`config.mk`:
```
export PLATFORM = sky130hd
export DESIGN_NAME = writeback_stage
export DESIGN_NICKNAME = d
export VERILOG_FILES = /design/src/rtl/writeback_stage_pkg.sv /design/src/rtl/wb_result_mux.sv /design/src/rtl/writeback_stage.sv
export SDC_FILE = /design/constraint.sdc
export NUM_CORES = 1
export LEC_CHECK = 0
export ABC_AREA = 1
export CELL_PAD_IN_SITES_DETAIL_PLACEMENT = 1
export CELL_PAD_IN_SITES_GLOBAL_PLACEMENT = 2
export CORE_AREA = 2 2 173 175
export CTS_CLUSTER_SIZE = 20
export DETAILED_ROUTE_END_ITERATION = 8
export DIE_AREA = 0 0 175 177
export HOLD_SLACK_MARGIN = 0.1
export PLACE_DENSITY = 0.83
export SETUP_SLACK_MARGIN = 0.05
export SYNTH_ARGS = -nofsm -noshare
export SYNTH_HDL_FRONTEND = slang
export SYNTH_SLANG_ARGS = --single-unit
```
`constraint.sdc`:
```
create_clock -name wb_clk -period 12 [get_ports wb_clk]
set_clock_uncertainty 0.2 [all_clocks]
set_input_delay 3 -clock wb_clk [delete_from_list [all_inputs] [get_ports wb_clk]]
set_output_delay 3 -clock wb_clk [all_outputs]
set_load 0.005 [all_outputs]
```
`src/rtl/writeback_stage_pkg.sv`:
```
// Shared widths, link constants and result-source encoding for the MIPS writeback stage.
// Decode and hazard logic import the same link constants so every stage agrees on jal.
package writeback_stage_pkg;

    localparam int WB_DWIDTH      = 32;
    localparam int WB_AWIDTH      = 5;
    localparam int WB_PC_WIDTH    = 32;
    localparam int WB_LINK_OFFSET = 4;
    localparam int WB_LINK_REG    = 31;

    typedef enum logic [1:0] {
        SRC_ALU  = 2'd0,
        SRC_MEM  = 2'd1,
        SRC_LINK = 2'd2
    } wb_src_e;

    // jal takes priority over memtoreg.
    function automatic wb_src_e select_src(input logic jal, input logic memtoreg);
        if (jal) begin
            return SRC_LINK;
        end
        if (memtoreg) begin
            return SRC_MEM;
        end
        return SRC_ALU;
    endfunction

endpackage

```
`src/rtl/wb_result_mux.sv`:
```
// Combinational writeback result select (link / load / ALU) and write-enable qualification,
// including suppression of any write that would target $0.
module wb_result_mux
    import writeback_stage_pkg::*;
#(
    parameter int DWIDTH      = WB_DWIDTH,
    parameter int AWIDTH      = WB_AWIDTH,
    parameter int PC_WIDTH    = WB_PC_WIDTH,
    parameter int LINK_OFFSET = WB_LINK_OFFSET,
    parameter int LINK_REG    = WB_LINK_REG
) (
    input  logic                i_valid,
    input  logic                i_fresh,
    input  logic                i_reg_wr,
    input  logic                i_jal,
    input  logic                i_memtoreg,
    input  logic [DWIDTH-1:0]   i_alu_value,
    input  logic [DWIDTH-1:0]   i_mem_data,
    input  logic [PC_WIDTH-1:0] i_pc,
    input  logic [AWIDTH-1:0]   i_addr_rd,
    output logic                o_reg_wr,
    output logic [AWIDTH-1:0]   o_addr_rd,
    output logic [DWIDTH-1:0]   o_data_rd
);

    wb_src_e             w_src;
    logic [PC_WIDTH-1:0] w_link_pc;

    assign w_src     = select_src(i_jal, i_memtoreg);
    // The link address wraps modulo 2^PC_WIDTH before being resized to the data width.
    assign w_link_pc = i_pc + PC_WIDTH'(LINK_OFFSET);

    always_comb begin
        // NOTE: default assigned first so no path through the case leaves o_data_rd unassigned (no latch).
        o_data_rd = i_alu_value;
        case (w_src)
            SRC_LINK: o_data_rd = DWIDTH'(w_link_pc);
            SRC_MEM:  o_data_rd = i_mem_data;
            default:  o_data_rd = i_alu_value;
        endcase
    end

    assign o_addr_rd = i_jal ? AWIDTH'(LINK_REG) : i_addr_rd;
    assign o_reg_wr  = i_valid & i_fresh & (i_reg_wr | i_jal) & (o_addr_rd != '0);

endmodule

```
`src/rtl/writeback_stage.sv`:
```
// MEM/WB pipeline register, register-file write port driver, one-cycle bypass entry
// and retired-instruction counter for the MIPS core.
module writeback_stage
    import writeback_stage_pkg::*;
#(
    parameter int DWIDTH      = WB_DWIDTH,
    parameter int AWIDTH      = WB_AWIDTH,
    parameter int PC_WIDTH    = WB_PC_WIDTH,
    parameter int LINK_OFFSET = WB_LINK_OFFSET,
    parameter int LINK_REG    = WB_LINK_REG
) (
    input  logic                wb_clk,
    input  logic                wb_rst,
    input  logic                wb_i_ce,
    input  logic                wb_i_stall,
    input  logic                wb_i_flush,
    input  logic [DWIDTH-1:0]   wb_i_alu_value,
    input  logic [DWIDTH-1:0]   wb_i_mem_data,
    input  logic                wb_i_memtoreg,
    input  logic                wb_i_reg_wr,
    input  logic                wb_i_jal,
    input  logic [PC_WIDTH-1:0] wb_i_pc,
    input  logic [AWIDTH-1:0]   wb_i_addr_rd,
    output logic                wb_o_reg_wr,
    output logic [AWIDTH-1:0]   wb_o_addr_rd,
    output logic [DWIDTH-1:0]   wb_o_data_rd,
    output logic                wb_o_ce,
    output logic                wb_o_fwd_valid,
    output logic [AWIDTH-1:0]   wb_o_fwd_addr,
    output logic [DWIDTH-1:0]   wb_o_fwd_data,
    output logic [31:0]         wb_o_retired
);

    logic                r_valid;
    logic                r_fresh;
    logic [DWIDTH-1:0]   r_alu_value;
    logic [DWIDTH-1:0]   r_mem_data;
    logic                r_memtoreg;
    logic                r_reg_wr;
    logic                r_jal;
    logic [PC_WIDTH-1:0] r_pc;
    logic [AWIDTH-1:0]   r_addr_rd;
    logic                r_fwd_valid;
    logic [AWIDTH-1:0]   r_fwd_addr;
    logic [DWIDTH-1:0]   r_fwd_data;
    logic [31:0]         r_retired;

    logic                w_reg_wr;
    logic [AWIDTH-1:0]   w_addr_rd;
    logic [DWIDTH-1:0]   w_data_rd;

    // Flush outranks stall; a stalled entry loses its fresh bit so it writes and retires once.
    always_ff @(posedge wb_clk or posedge wb_rst) begin
        if (wb_rst) begin
            // NOTE: datapath fields are reset too, because every output must read 0 out of reset.
            r_valid     <= 1'b0;
            r_fresh     <= 1'b0;
            r_alu_value <= '0;
            r_mem_data  <= '0;
            r_memtoreg  <= 1'b0;
            r_reg_wr    <= 1'b0;
            r_jal       <= 1'b0;
            r_pc        <= '0;
            r_addr_rd   <= '0;
        end else if (wb_i_flush) begin
            r_valid <= 1'b0;
            r_fresh <= 1'b0;
        end else if (wb_i_stall) begin
            r_fresh <= 1'b0;
        end else begin
            // NOTE: non-blocking assignments so every register samples pre-edge values.
            r_valid     <= wb_i_ce;
            r_fresh     <= wb_i_ce;
            r_alu_value <= wb_i_alu_value;
            r_mem_data  <= wb_i_mem_data;
            r_memtoreg  <= wb_i_memtoreg;
            r_reg_wr    <= wb_i_reg_wr;
            r_jal       <= wb_i_jal;
            r_pc        <= wb_i_pc;
            r_addr_rd   <= wb_i_addr_rd;
        end
    end

    wb_result_mux #(
        .DWIDTH     (DWIDTH),
        .AWIDTH     (AWIDTH),
        .PC_WIDTH   (PC_WIDTH),
        .LINK_OFFSET(LINK_OFFSET),
        .LINK_REG   (LINK_REG)
    ) u_result_mux (
        .i_valid    (r_valid),
        .i_fresh    (r_fresh),
        .i_reg_wr   (r_reg_wr),
        .i_jal      (r_jal),
        .i_memtoreg (r_memtoreg),
        .i_alu_value(r_alu_value),
        .i_mem_data (r_mem_data),
        .i_pc       (r_pc),
        .i_addr_rd  (r_addr_rd),
        .o_reg_wr   (w_reg_wr),
        .o_addr_rd  (w_addr_rd),
        .o_data_rd  (w_data_rd)
    );

    // Bypass mirrors the write being committed at this edge for exactly one cycle.
    always_ff @(posedge wb_clk or posedge wb_rst) begin
        if (wb_rst) begin
            r_fwd_valid <= 1'b0;
            r_fwd_addr  <= '0;
            r_fwd_data  <= '0;
        end else begin
            r_fwd_valid <= w_reg_wr;
            if (w_reg_wr) begin
                r_fwd_addr <= w_addr_rd;
                r_fwd_data <= w_data_rd;
            end
        end
    end

    always_ff @(posedge wb_clk or posedge wb_rst) begin
        if (wb_rst) begin
            r_retired <= '0;
        end else if (r_valid && r_fresh) begin
            r_retired <= r_retired + 32'd1;
        end
    end

    assign wb_o_reg_wr    = w_reg_wr;
    assign wb_o_addr_rd   = w_addr_rd;
    assign wb_o_data_rd   = w_data_rd;
    assign wb_o_ce        = r_valid;
    assign wb_o_fwd_valid = r_fwd_valid;
    assign wb_o_fwd_addr  = r_fwd_addr;
    assign wb_o_fwd_data  = r_fwd_data;
    assign wb_o_retired   = r_retired;

endmodule

```
# After elaboration in Yosys (flattened, before gate mapping)
# Cells that the tools add are included.
# W data, S select, Z words.
[word_totals] input_bits=109 reg_bits=176
[classes] addsub=2 n_bitwise=6 eq_ne=3 n_reduce_logical=3 muxes=13
[ops] op="$pmux W32 S2" count=1
[ops] op="$add A32 B1 Y32 const B" count=1
[ops] op="$add A32 B3 Y32 const B" count=1
[ops] op="$mux W2" count=4
[ops] op="$mux W1" count=7
[ops] op="$mux W5" count=1
[ops] op="$reduce_bool A5 Y1" count=1
[ops] op="$and A1 B1 Y1" count=3
[ops] op="$eq A2 B1 Y1 const B" count=1
[ops] op="$eq A2 B2 Y1 const B" count=1
[ops] op="$ne A2 B1 Y1 const B" count=1
[ops] op="$not A1 Y1" count=2
[ops] op="$reduce_and A2 Y1" count=1
[ops] op="$logic_and A1 B1 Y1" count=1
[ops] op="$or A1 B1 Y1" count=1

# Longest topological paths before layout
# Gate-level depths: netlist of the first run.
[depth] depth_word=6 mapped_depth=11 ltp_nobuf=11

# Modules after synthesis
# Synthesis of the first run repeated with hierarchy kept, for this count alone.
[unflattened] hier_cells=1098 hier_area_um2=8831.0
[modules_own_cells] module="writeback_stage" area_each_um2=7224.4 seq_area_each_um2=4404.2 n_inst=1 cells_per_inst=758
[modules_own_cells] module="wb_result_mux" area_each_um2=1606.5 seq_area_each_um2=0.0 n_inst=1 cells_per_inst=340

# Worst setup path before layout of the first run
# Ideal clock, no wire load.
[synth_timing] path_type="reg-to-output" start="register r_pc[3]" end="output port wb_o_data_rd[22]" stages_incl_launch_ff=10 t_arrival_ns=1.248 path_slack_ns=7.552 required_time_ns=8.800 path_cell_list="dfrtp_1 > ha_1 > nand2_2 > nor2_4 > nand2_4 > nor2_4 > nand2_1 > nand2_1 > nand3_2 > nand2_2"
[synth_via] elab_chain_len=2
[synth_rtl] item="start: declaration" line_no="writeback_stage.sv:41" source="logic [PC_WIDTH-1:0] r_pc;"
[synth_rtl] item="start signal: assignment" line_no="writeback_stage.sv:79" source="r_pc <= wb_i_pc;"
[synth_rtl] item="$add A32 B3 Y32" line_no="wb_result_mux.sv:31" source="assign w_link_pc = i_pc + PC_WIDTH'(LINK_OFFSET);"
[synth_rtl] item="$pmux W32 S2" line_no="wb_result_mux.sv:36" source="case (w_src)"
[synth_rtl] item="end: declaration" line_no="writeback_stage.sv:26" source="output logic [DWIDTH-1:0] wb_o_data_rd,"
# No other way between the ends.

# Worst setup path after layout of the first run
[layout_timing] start="register r_jal" end="output port wb_o_data_rd[9]"
[layout_via] elab_chain_len=4 word_cells_on_any_way=5 classes_between="eq/ne: 2; mux: 3"
[layout_rtl] item="start: declaration" line_no="writeback_stage.sv:40" source="logic r_jal;"
[layout_rtl] item="start signal: assignment" line_no="writeback_stage.sv:78" source="r_jal <= wb_i_jal;"
[layout_rtl] item="$mux W1 *" line_no="writeback_stage_pkg.sv:19" source="if (jal) begin"
[layout_rtl] item="$mux W2 *" line_no="writeback_stage_pkg.sv:22" source="if (memtoreg) begin"
[layout_rtl] item="$eq A2 B1 Y1 or $eq A2 B2 Y1 (tied branches)" line_no="wb_result_mux.sv:36"
[layout_rtl] item="$pmux W32 S2 *" line_no="wb_result_mux.sv:36"
# Every way passes the cells marked *; elsewhere a longest branch is shown, timed or not.

==> summary by stage, run 1 <==
Run status
The run finished with clean final reports.

Synthesis
The average size of a mapped cell is 7.78 um2. The fraction of registers with async set or reset after synthesis is 1.00. The share of the yosys chip area belonging to registers is 0.513. During synthesis, Yosys emitted a total of 0 warnings.

The area fraction of the dominant cell type after synthesis is 0.513. The post-synthesis net count is 1214. In the post-synthesis netlist, the biggest area contributors are sky130_fd_sc_hd__dfrtp_1 (51%), sky130_fd_sc_hd__nand2_1 (19%), sky130_fd_sc_hd__inv_1 (5.5%), sky130_fd_sc_hd__o21ai_0 (5.3%), sky130_fd_sc_hd__nand3_1 (3.3%). The distinct cell type count after synthesis is 32. The mapped netlist covers 0.00858 mm2. The synthesized flop and latch total is 176. For this run, the leading register cell type out of synthesis is sky130_fd_sc_hd__dfrtp_1.

The cell count after synthesis is 1103. Of all cell types, the one taking the most synthesized area is sky130_fd_sc_hd__dfrtp_1. The number of synthesized flops with an enable pin is 0.

Setup path
The arrival time of data at the critical path endpoint is 3180 ps. The worst reg2reg path depth is 7. STA classifies the critical path startpoint as a register.

The highest net fanout along the worst path is 22. The required time at the worst-slack endpoint is 8800 ps. The timing startpoint of the critical path is r_jal. The endpoint kind of the worst setup timing path is an output pin. The worst register-to-register path begins at r_jal. The kind of critical path is reg2out.

Route
After detailed routing, the total wire length is 29.1 mm. The number of detailed-routing iterations run before antenna repair is 4. In the final routed layout, each cell accounts on average for 17.0 um. The mean number of vias per cell is 4.56. In this run the remaining antenna-violating nets after routing total 0. The number of remaining DRC errors is 0.

The total via count after detailed routing is 7790. The violation count after the first detailed-route iteration is 339.

STA
Derived from the worst setup path, the maximum achievable clock frequency is 157 MHz. The time the final worst path needs with I/O delays and setup is 6380 ps. The final clock period utilization by the worst path is 0.532. The transition time at the pin with the least slew margin is 1080 ps. The accumulated negative setup slack is 0 ps. Measured against its own limit, the worst slew margin works out to 0.276. Setup violations remaining at the end of the flow were counted as 0.

Setup repair after global routing left no endpoint under its margin. The max-slew violation count was 0. The final-report hold violation count came to 0.

Die
The starting density of the core is 0.293. The total die area is 0.0310 mm2. The chip height is 177 um. For this design the top-level I/O count stands at 218. Measured along the x axis, the die boundary spans 175 um. The placement row count is 63. The floorplan step defined a core boundary enclosing 0.0292 mm2.

Clock network
Clock latency on the worst-skew pair, taken at its later pin, is 430 ps. Post-CTS repair changed the size of 0 cells. The number of buffers added for setup after CTS is 0. The maximum count of clock buffers along a single path is 2. The number of hold buffers added after cts is 0. The clock sink total is 176. The number of buffers inserted during clock tree synthesis is 17.

TritonCTS built the clock tree. Clock-pin slew was measured on the worst setup and hold paths at 80 ps. The H-tree generated during clock tree synthesis spans 4 levels. The cell at the root of the clock tree is sky130_fd_sc_hd__clkbuf_16.

Final layout
0 antenna diodes ended up in the layout. Compared with the post-synthesis result, the final layout area differs by 36.4%. In the final layout, the share of cells above drive strength 1 is 0.0607. The finished cells cover 0.0117 mm2. After the last flow step, the layout net total stands at 1417.

Global route
Entering global routing, the biggest net connects 120 pins. The via count of the first global-routing pass was 8151. For this run, the total global-route usage over all layers was measured as 0.192.

After global routing the overflow that remains totals 0. The initial antenna violation count came to 2. The global-route wire length before repair is 46.2 mm.

Flow run
Across the run, the number of max-cap violations was 0.

Power
For this design the static power due to leakage is 5.37 nW. The total power after layout is 1.66 mW. VDD sags by at most 0.000101 V. In this run the power density over the cells is 142 mW/mm2.

Hold path
The worst hold path stage count is 2. The startpoint identified for the worst hold timing path is r_mem_data[12]. The min-delay analysis places its worst path in the category reg2reg.

Placed design
The half-perimeter wire length of the detailed placement result is 21.3 mm. Once placement finished, the instance area stood at 0.0111 mm2. The count of input and output buffers is 217.

The congestion estimate from routability-driven global placement came to 0.795.
[worst max-delay path, stage by stage (launching register included)]
cell and delay, ps:
sky130_fd_sc_hd__dfrtp_1 380, sky130_fd_sc_hd__inv_1 300, sky130_fd_sc_hd__nand2_1 640, sky130_fd_sc_hd__inv_1 610, sky130_fd_sc_hd__nand2_1 110, sky130_fd_sc_hd__o211ai_1 150
sky130_fd_sc_hd__clkdlybuf4s50_1 550
[power by group]
part | switching [mW] | internal [mW] | total, mW
registers | 0.0492 | 0.673 | 0.722
clock network | 0.277 | 0.283 | 0.560
logic | 0.187 | 0.194 | 0.381
total | 0.513 | 1.15 | 1.66
[Yosys cell counts, types with 3 or more instances]
| master | count |
|---|---|
| sky130_fd_sc_hd__dfrtp_1 | 176 |
| sky130_fd_sc_hd__o21ai_0 | 91 |
| sky130_fd_sc_hd__nand2_2 | 14 |
| sky130_fd_sc_hd__clkbuf_1 | 11 |
| sky130_fd_sc_hd__o221ai_1 | 4 |
| sky130_fd_sc_hd__a31oi_1 | 4 |
| sky130_fd_sc_hd__nor3_1 | 10 |
| sky130_fd_sc_hd__a21oi_1 | 3 |
| sky130_fd_sc_hd__nand2_1 | 432 |
| sky130_fd_sc_hd__nand3b_1 | 4 |
| sky130_fd_sc_hd__nor2_1 | 61 |
| sky130_fd_sc_hd__nor2_2 | 7 |
| sky130_fd_sc_hd__buf_2 | 28 |
| sky130_fd_sc_hd__nand3_1 | 57 |
| sky130_fd_sc_hd__o22ai_1 | 14 |
| sky130_fd_sc_hd__nand3_2 | 3 |
| sky130_fd_sc_hd__a22oi_1 | 4 |
| sky130_fd_sc_hd__xor2_1 | 19 |
| sky130_fd_sc_hd__nand4_1 | 7 |
| sky130_fd_sc_hd__xnor2_1 | 7 |
| sky130_fd_sc_hd__nor2_4 | 8 |
| sky130_fd_sc_hd__inv_1 | 125 |
[per-stage QoR]
stage	hold slack, ps	std cells	utilization	setup slack, ps
floorplan	242	1103	-	4030
global placement	254	1677	0.380	6200
detailed placement	260	1677	0.380	6110
CTS	280	1709	0.400	5630
global route	303	1709	0.400	5320
finish	276	1709	0.400	5620
[logic make-up (layout without fill, tap and decap cells)]
kind of cell / Yosys count / in the layout / share of synthesized area
and+or+nand+nor: 609 / 609 / 0.302
DFF: 176 / 176 / 0.513
buffers and inverters: 167 / 383 / 0.0772
AOI/OAI and AO/OA: 123 / 123 / 0.0782
xor gates and xnor gates: 26 / 26 / 0.0266
adders and majority gates: 2 / 2 / 0.00292
[path summary, 6_finish.rpt]
check | endpoint | slack (ps)
min reg2reg | r_mem_data[12] | 280
max in group asynchronous | r_pc[14] | 7280
min in group asynchronous | r_alu_value[8] | 2940
max | wb_o_data_rd[9] | 5620
min | r_mem_data[12] | 280
max reg2reg | wb_o_fwd_data[9] | 9390
[routing by layer]
layer	vias up	share of wire	global-route usage
li1	3837	-	-
met1	3760	0.48	0.260
met2	172	0.45	0.306
met3	19	0.060	0.0537
met4	2	0.011	0.0406
met5	-	0.00045	0
[cell usage in the layout, fill, tap and decap left out, types with 4 or more instances in the layout]
cell,instances
sky130_fd_sc_hd__a22oi_1,4
sky130_fd_sc_hd__a31oi_1,4
sky130_fd_sc_hd__buf_4,7
sky130_fd_sc_hd__clkbuf_16,17
sky130_fd_sc_hd__clkdlybuf4s50_1,217
sky130_fd_sc_hd__dfrtp_1,176
sky130_fd_sc_hd__inv_1,124
sky130_fd_sc_hd__inv_8,6
sky130_fd_sc_hd__nand2_1,432
sky130_fd_sc_hd__nand2_2,14
sky130_fd_sc_hd__nand3_1,57
sky130_fd_sc_hd__nand3b_1,4
sky130_fd_sc_hd__nand4_1,7
sky130_fd_sc_hd__nor2_1,60
sky130_fd_sc_hd__nor2_2,7
sky130_fd_sc_hd__nor2_4,9
sky130_fd_sc_hd__nor3_1,10
sky130_fd_sc_hd__o21ai_0,91
sky130_fd_sc_hd__o221ai_1,4
sky130_fd_sc_hd__o22ai_1,14
sky130_fd_sc_hd__xnor2_1,7
sky130_fd_sc_hd__xor2_1,19
[final cells by class]
class                   instances  area (um2)
inverters                     127         484
clock inverters                14         140
flip-flops and latches        176        4400
multi-input cells             760        3520
fillers                      3522       17500
repair buffers                224        2220
clock buffers                  18         439
well taps                     390         488
[sequential cells by signal, indices dropped and copies added (netlist names), 5 cells and up]
signal,count
wb_o_retired,32
wb_o_fwd_data,32
r_pc,32
r_addr_rd,5
r_alu_value,32
r_mem_data,32
wb_o_fwd_addr,5
(Power assumes the default switching activity.)
==> run 2: changes to the inputs <==
--- a/config.mk
+++ b/config.mk
@@ -8,12 +8,12 @@
 export ABC_AREA = 1
 export CELL_PAD_IN_SITES_DETAIL_PLACEMENT = 1
 export CELL_PAD_IN_SITES_GLOBAL_PLACEMENT = 2
-export CORE_AREA = 2 2 173 175
+export CORE_AREA = 2 2 189 191
 export CTS_CLUSTER_SIZE = 20
 export DETAILED_ROUTE_END_ITERATION = 8
-export DIE_AREA = 0 0 175 177
+export DIE_AREA = 0 0 191 193
 export HOLD_SLACK_MARGIN = 0.1
-export PLACE_DENSITY = 0.83
+export PLACE_DENSITY = 0.74
 export SETUP_SLACK_MARGIN = 0.05
 export SYNTH_ARGS = -nofsm -noshare
 export SYNTH_HDL_FRONTEND = slang
==> constraint.sdc (replaced) <==
create_clock -name wb_clk -period 5.2 [get_ports wb_clk]
set_clock_uncertainty 0.2 [all_clocks]
set_input_delay 1.3 -clock wb_clk [delete_from_list [all_inputs] [get_ports wb_clk]]
set_output_delay 1.3 -clock wb_clk [all_outputs]
set_load 0.005 [all_outputs]
==> summary by stage, run 2 (same netlist as run 1, synthesis figures left out) <==
Clock network
The maximum count of clock buffers along a single path is 2 (unchanged). The number of hold buffers added after cts came to 0 (unchanged). The clock latency at the later pin of the worst-skew pair is 450 ps (was 430 ps).

The clock sink total is 176 (unchanged). The number of gates resized after cts was 0 (unchanged). The CTS tree is yes (unchanged). The cell at the root of the clock tree is sky130_fd_sc_hd__clkbuf_16 (unchanged). The clock-pin transition on the worst setup and hold timing paths is 70 ps (was 80 ps). The number of buffers added for setup after CTS is 0 (unchanged).

The maximum level of the CTS H-tree is 4 (unchanged). The number of buffers inserted during clock tree synthesis is 17 (unchanged).

Route
The number of remaining DRC errors is 0 (unchanged). The detailed-route wire length per cell is 17.5 um (was 17.0 um). The number of detailed-routing iterations run before antenna repair is 4 (unchanged). The number of nets with antenna violations after detailed routing was 0 (unchanged).

The total via count after detailed routing is 7744 (was 7790). The detailed-route wire length was 31.1 mm (was 29.1 mm). The violation count after the first detailed-route iteration is 344 (was 339). The mean number of vias per cell came to 4.35 (was 4.56).

Setup path
The endpoint of the worst setup timing path is wb_o_data_rd[4] (was wb_o_data_rd[9]). The worst reg2reg path depth is 7 (unchanged). The arrival time of data at the critical path endpoint is 2850 ps (was 3180 ps). The highest net fanout along the worst path is 32 (was 22). The minimum setup slack among reg-to-reg paths is 2820 ps (was 9390 ps). Worst path cell trace: buf_4 > nor2_1 > inv_1 > o221ai_1 > clkdlybuf4s50_1 (was inv_1 > nand2_1 > inv_1 > nand2_1 > o211ai_1 > clkdlybuf4s50_1).

The endpoint kind of the worst setup timing path is an output pin (unchanged). The delay of the slowest critical-path stage is 720 ps (was 640 ps). The reg-to-reg startpoint is r_jal (unchanged). The kind of critical path was reg2out (unchanged). The sort of element at the start of the critical path is a register (unchanged). The required time at the worst-slack endpoint came to 3700 ps (was 8800 ps).

The destination of the worst register-to-register timing path is wb_o_fwd_data[11] (was wb_o_fwd_data[9]). The standard cell with the maximum stage delay on the critical path is sky130_fd_sc_hd__inv_1 (was sky130_fd_sc_hd__nand2_1). The timing startpoint of the critical path is r_jal (unchanged).

STA
The max-slew violation count is 0 (unchanged). The accumulated negative setup slack is 0 ps (unchanged). The transition time at the pin with the least slew margin came to 1120 ps (was 1080 ps). The relative slew slack is 0.252 (was 0.276). RSZ-0062 raised after global routing: no (unchanged). The final number of setup-violating endpoints was 0 (unchanged). The final-report hold violation count is 0 (unchanged). Derived from the worst setup path, the maximum achievable clock frequency is 230 MHz. Dividing the final minimum period by the clock period gives 0.837.

The worst path in the final design needs a cycle of 4350 ps, including I/O delays and setup.

Placed design
The half-perimeter wire length of the detailed placement result was 22.7 mm (was 21.3 mm). The final weighted congestion in routability-driven placement is 0.814 (was 0.795). The count of input and output buffers is 217 (unchanged).

Final layout
Commonest cells after routing, fill and taps aside: sky130_fd_sc_hd__nand2_1 (432), sky130_fd_sc_hd__clkdlybuf4s50_1 (217), sky130_fd_sc_hd__dfrtp_1 (176) (unchanged). The storage element area is 0.00440 mm2 (unchanged). The area growth from synthesis to final layout is 38.3% (was 36.4%). The layout filler cell count came to 4168 (was 3522). The most common library cell in the layout ignoring fill and taps is sky130_fd_sc_hd__nand2_1 (unchanged). The diode insertion count for antenna repair is 0 (unchanged). The combined area of the multi-input logic cells is 0.00352 mm2 (unchanged). The share of the core filled with cells is 0.339 (was 0.400). The share of layout cells above drive strength 1 is 0.0599 (was 0.0607).

The count of nets after finishing is 1417 (unchanged).

Die
The placeable core area is 0.0350 mm2 (was 0.0292 mm2). The chip height came to 193 um (was 177 um). The starting density of the core is 0.245 (was 0.293).

The I/O pin count is 218 (unchanged). The placement row count is 69 (was 63). The total die area is 0.0369 mm2 (was 0.0310 mm2). The die extent in x is 191 um (was 175 um).

Power
The power per cell area was 336 mW/mm2 (was 142 mW/mm2). The cell leakage power is 5.40 nW (was 5.37 nW). The total power after layout came to 3.98 mW (was 1.66 mW). The peak ir drop on the vdd network is 0.000229 V (was 0.000101 V).

Global route
The remaining global-route overflow is 0 (unchanged). The global-route wire length before repair is 48.8 mm (was 46.2 mm). The initial antenna violation count was 3 (was 2).

The via count of the first global-routing pass was 8320 (was 8151). The largest net degree at the start of global routing was 178 (was 120). The total global-route track usage is 0.176 (was 0.192).

Run status
Status: finished, final reports clean (unchanged).

Hold path
The type of the worst min-delay path is reg2reg (unchanged).

Flow run
The number of max-cap violations came to 0 (unchanged).
## run 2: final cells by class
type                    count  area share
well taps                 461      0.0486
inverters                 127      0.0405
multi-input cells         760       0.297
flip-flops and latches    176       0.371
clock inverters            12      0.0153
clock buffers              19      0.0382
repair buffers            224       0.190
## run 2: through the flow
step	instance area, um2	worst slack (ps)	hold slack [ps]	instances
after floorplan	8580	1450	242	1103
after global placement	11200	1380	256	1748
after detailed placement	11200	1290	259	1748
after CTS	11900	781	276	1779
after global routing	11900	683	295	1779
final	11900	848	271	1779
## run 2: worst min-delay path by stage
stage / startpoint / endpoint / slack (ps) / cells past startpoint
floorplan: r_alu_value[10] / r_alu_value[10] / 240 / 2
global placement: r_mem_data[18] / r_mem_data[18] / 260 / 2
detailed placement: r_mem_data[14] / r_mem_data[14] / 260 / 2
CTS: r_pc[0] / r_pc[0] / 280 / 2
global route: r_alu_value[12] / r_alu_value[12] / 300 / 2
finish: r_alu_value[12] / r_alu_value[12] / 270 / 2
## run 2: critical path: cells and delay by family (launching register included)
family	cells	cell delay, ps
buffers and inverters	3	1630
DFF	1	350
AOI/OAI and AO/OA	1	320
and+or+nand+nor	1	110
## run 2: per-layer routing
metal  wire length, um  share of wire  track usage  up-vias
met5                43         0.0014            0        -
met4               625          0.020       0.0575        6
met3              1580          0.051       0.0472       26
met2             14500           0.47        0.286      155
met1             14400           0.46        0.227     3725
li1                  -              -            -     3832
## run 2: report_power, final
part	internal, mW	switching, mW
registers	1.55	0.117
logic	0.449	0.432
clock network	0.833	0.598
==> run 3: changes to the inputs <==
--- a/config.mk
+++ b/config.mk
@@ -8,12 +8,12 @@
 export ABC_AREA = 1
 export CELL_PAD_IN_SITES_DETAIL_PLACEMENT = 1
 export CELL_PAD_IN_SITES_GLOBAL_PLACEMENT = 2
-export CORE_AREA = 2 2 189 191
+export CORE_AREA = 2 2 179 181
 export CTS_CLUSTER_SIZE = 20
 export DETAILED_ROUTE_END_ITERATION = 8
-export DIE_AREA = 0 0 191 193
+export DIE_AREA = 0 0 181 183
 export HOLD_SLACK_MARGIN = 0.1
-export PLACE_DENSITY = 0.74
+export PLACE_DENSITY = 0.79
 export SETUP_SLACK_MARGIN = 0.05
 export SYNTH_ARGS = -nofsm -noshare
 export SYNTH_HDL_FRONTEND = slang
==> constraint.sdc (replaced) <==
create_clock -name wb_clk -period 4.36 [get_ports wb_clk]
set_clock_uncertainty 0.2 [all_clocks]
set_input_delay 1.09 -clock wb_clk [delete_from_list [all_inputs] [get_ports wb_clk]]
set_output_delay 1.09 -clock wb_clk [all_outputs]
set_load 0.005 [all_outputs]
==> summary by stage, run 3 (same netlist as run 1, synthesis figures left out) <==
Run status
Status: finished, final reports clean (unchanged).

Route
The detailed-route wire length per cell is 17.1 um (was 17.5 um). The number of detailed-routing iterations run before antenna repair is 4 (unchanged). The mean number of vias per cell is 4.50 (was 4.35). The total via count after detailed routing is 7742 (was 7744). The violation count after the first detailed-route iteration is 377 (was 344). The number of nets with antenna violations after detailed routing is 0 (unchanged). The number of remaining DRC errors is 0 (unchanged). The detailed-route wire length is 29.3 mm (was 31.1 mm).

Die
The starting density of the core came to 0.275 (was 0.245). The placement row count is 65 (was 69). The placeable core area is 0.0312 mm2 (was 0.0350 mm2). The I/O pin count is 218 (unchanged). The total die area was 0.0331 mm2 (was 0.0369 mm2).

The chip height is 183 um (was 193 um). The die extent in x was 181 um (was 191 um).

Setup path
The arrival time of data at the critical path endpoint is 2550 ps (was 2850 ps). The endpoint kind of the worst setup timing path was an output pin (unchanged). The delay of the slowest critical-path stage is 510 ps (was 720 ps). Worst path cell trace: ha_1 > nand2_2 > nor2_4 > nand2_2 > nor2_2 > nand2_1 > nand2_1 > nand3_1 > nand2_1 > clkdlybuf4s50_1 (was buf_4 > nor2_1 > inv_1 > o221ai_1 > clkdlybuf4s50_1). The required time at the worst-slack endpoint was 3070 ps (was 3700 ps). Counting stages on the worst path, the most repeated cell is sky130_fd_sc_hd__nand2_1. The destination of the worst register-to-register timing path is wb_o_fwd_addr[3] (was wb_o_fwd_data[11]). The buffer and inverter count on the worst path came to 1 (was 3). The cell type group with the largest total delay on the critical path was simple AND/OR/NAND/NOR gates (was buffers and inverters).

The kind of critical path is reg2out (unchanged). The minimum setup slack among reg-to-reg paths was 2200 ps (was 2820 ps). The highest net fanout along the worst path is 6 (was 32). The standard cell with the maximum stage delay on the critical path is sky130_fd_sc_hd__clkdlybuf4s50_1 (was sky130_fd_sc_hd__inv_1). The reg-to-reg startpoint is r_jal (unchanged). The sort of element at the start of the critical path was a register (unchanged).

The worst reg2reg path depth is 8 (was 7).

Final layout
The count of nets after finishing was 1418 (was 1417). The area growth from synthesis to final layout came to 37.6% (was 38.3%). The most common library cell in the layout ignoring fill and taps is sky130_fd_sc_hd__nand2_1 (unchanged). The share of layout cells above drive strength 1 was 0.0592 (was 0.0599). The share of the core filled with cells came to 0.378 (was 0.339).

Commonest cells after routing, fill and taps aside: sky130_fd_sc_hd__nand2_1 (432), sky130_fd_sc_hd__clkdlybuf4s50_1 (217), sky130_fd_sc_hd__dfrtp_1 (176) (unchanged). The diode insertion count for antenna repair is 0 (unchanged).

Hold path
The startpoint of the lowest-slack hold path is r_alu_value[12] (unchanged). The type of the worst min-delay path was reg2reg (unchanged). The worst hold path stage count is 2 (unchanged). The worst hold endpoint is r_alu_value[12] (unchanged).

Global route
The via count of the first global-routing pass is 8233 (was 8320). The total global-route track usage came to 0.183 (was 0.176). The remaining global-route overflow is 0 (unchanged). The initial antenna violation count is 3 (unchanged). The largest net degree at the start of global routing is 178 (unchanged). The global-route wire length before repair is 46.4 mm (was 48.8 mm).

Clock network
The number of buffers inserted during clock tree synthesis is 17 (unchanged). The number of buffers added for setup after CTS is 0 (unchanged). The maximum level of the CTS H-tree came to 4 (unchanged).

The clock sink total is 176 (unchanged). The number of hold buffers added after cts is 0 (unchanged). The clock-pin transition on the worst setup and hold timing paths was 70 ps (about the same).

The clock latency at the later pin of the worst-skew pair was 440 ps (was 450 ps). The number of gates resized after cts came to 0 (unchanged). The maximum count of clock buffers along a single path is 2 (unchanged). The cell at the root of the clock tree is sky130_fd_sc_hd__clkbuf_16 (unchanged). The CTS tree is yes (unchanged).

STA
The smallest clock period supported by the final layout is computed as 3840 ps. The final number of setup-violating endpoints is 0 (unchanged). The accumulated negative setup slack was 0 ps (unchanged).

The transition time at the pin with the least slew margin is 1120 ps (about the same). Of the available clock period, the critical path in the final layout requires 0.881. The max-slew violation count is 0 (unchanged).

The relative slew slack is 0.251 (was 0.252). The final-report hold violation count is 0 (unchanged). RSZ-0062 raised after global routing: no (unchanged).

Timing would allow up to 260 MHz. The hold slack is 276 ps (was 271 ps).

Power
The total power after layout was 4.76 mW (was 3.98 mW). The peak ir drop on the vdd network was 0.000234 V (was 0.000229 V). The power per cell area came to 404 mW/mm2 (was 336 mW/mm2). The cell leakage power is 5.41 nW (was 5.40 nW).

Placed design
The final weighted congestion in routability-driven placement came to 0.801 (was 0.814). The count of input and output buffers is 217 (unchanged). The half-perimeter wire length of the detailed placement result is 21.4 mm (was 22.7 mm).

Flow run
The number of max-cap violations is 0 (unchanged).
==> run 3: cell count changes in the layout (fill, tap and decap cells not counted), sizes merged <==
cell and change:
buf +1, bufinv +1, clkbuf +1, inv -3
==> run 3: worst max path at each step <==
stage	from	endpoint	slack, ps	cells past startpoint
final	r_pc[3]	wb_o_data_rd[24]	520	10
after global routing	r_pc[3]	wb_o_data_rd[14]	330	8
after CTS	r_pc[3]	wb_o_data_rd[24]	490	10
after detailed placement	r_pc[3]	wb_o_data_rd[24]	980	10
after global placement	r_jal	wb_o_data_rd[11]	1060	5
after floorplan	wb_rst	r_addr_rd[0]	820	1
==> run 3: cell type report <==
class	count	area, um2
Clock buffer	20	457
Clock inverter	10	185
Fill cell	3745	19400
Inverter	127	480
Multi-Input combinational cell	760	3520
Sequential cell	176	4400
Tap cell	402	503
Timing Repair Buffer	225	2260
==> run 3: routing by layer <==
metal,global-route usage,up-vias,routed length (um)
met5,0,-,44
met1,0.241,3706,13400
met3,0.0610,25,2000
met4,0.0439,6,325
li1,-,3825,-
met2,0.291,180,13600
==> run 3: report_power, final <==
group	internal, mW	leakage (nW)	switching, mW
Combinational	0.538	2.84	0.510
Clock	1.04	0.312	0.686
Sequential	1.85	2.26	0.136
==> run 3: worst reg2reg max path, delay by kind of cell, from the launching register on <==
| kind | cells | cell delay [ps] |
|---|---|---|
| AO/OA/AOI/OAI | 2 | 340 |
| AND/OR/NAND/NOR | 2 | 210 |
| buffers and inverters | 4 | 830 |
| flip-flops | 1 | 490 |
==> run 3: metrics by stage <==
| stage | cell area [um2] | setup WS (ps) | std cells |
|---|---|---|---|
| final | 11800 | 519 | 1720 |
| after global routing | 11800 | 329 | 1720 |
| after CTS | 11800 | 488 | 1720 |
| after detailed placement | 11200 | 978 | 1690 |
| after global placement | 11200 | 1060 | 1690 |
| after floorplan | 8580 | 817 | 1103 |
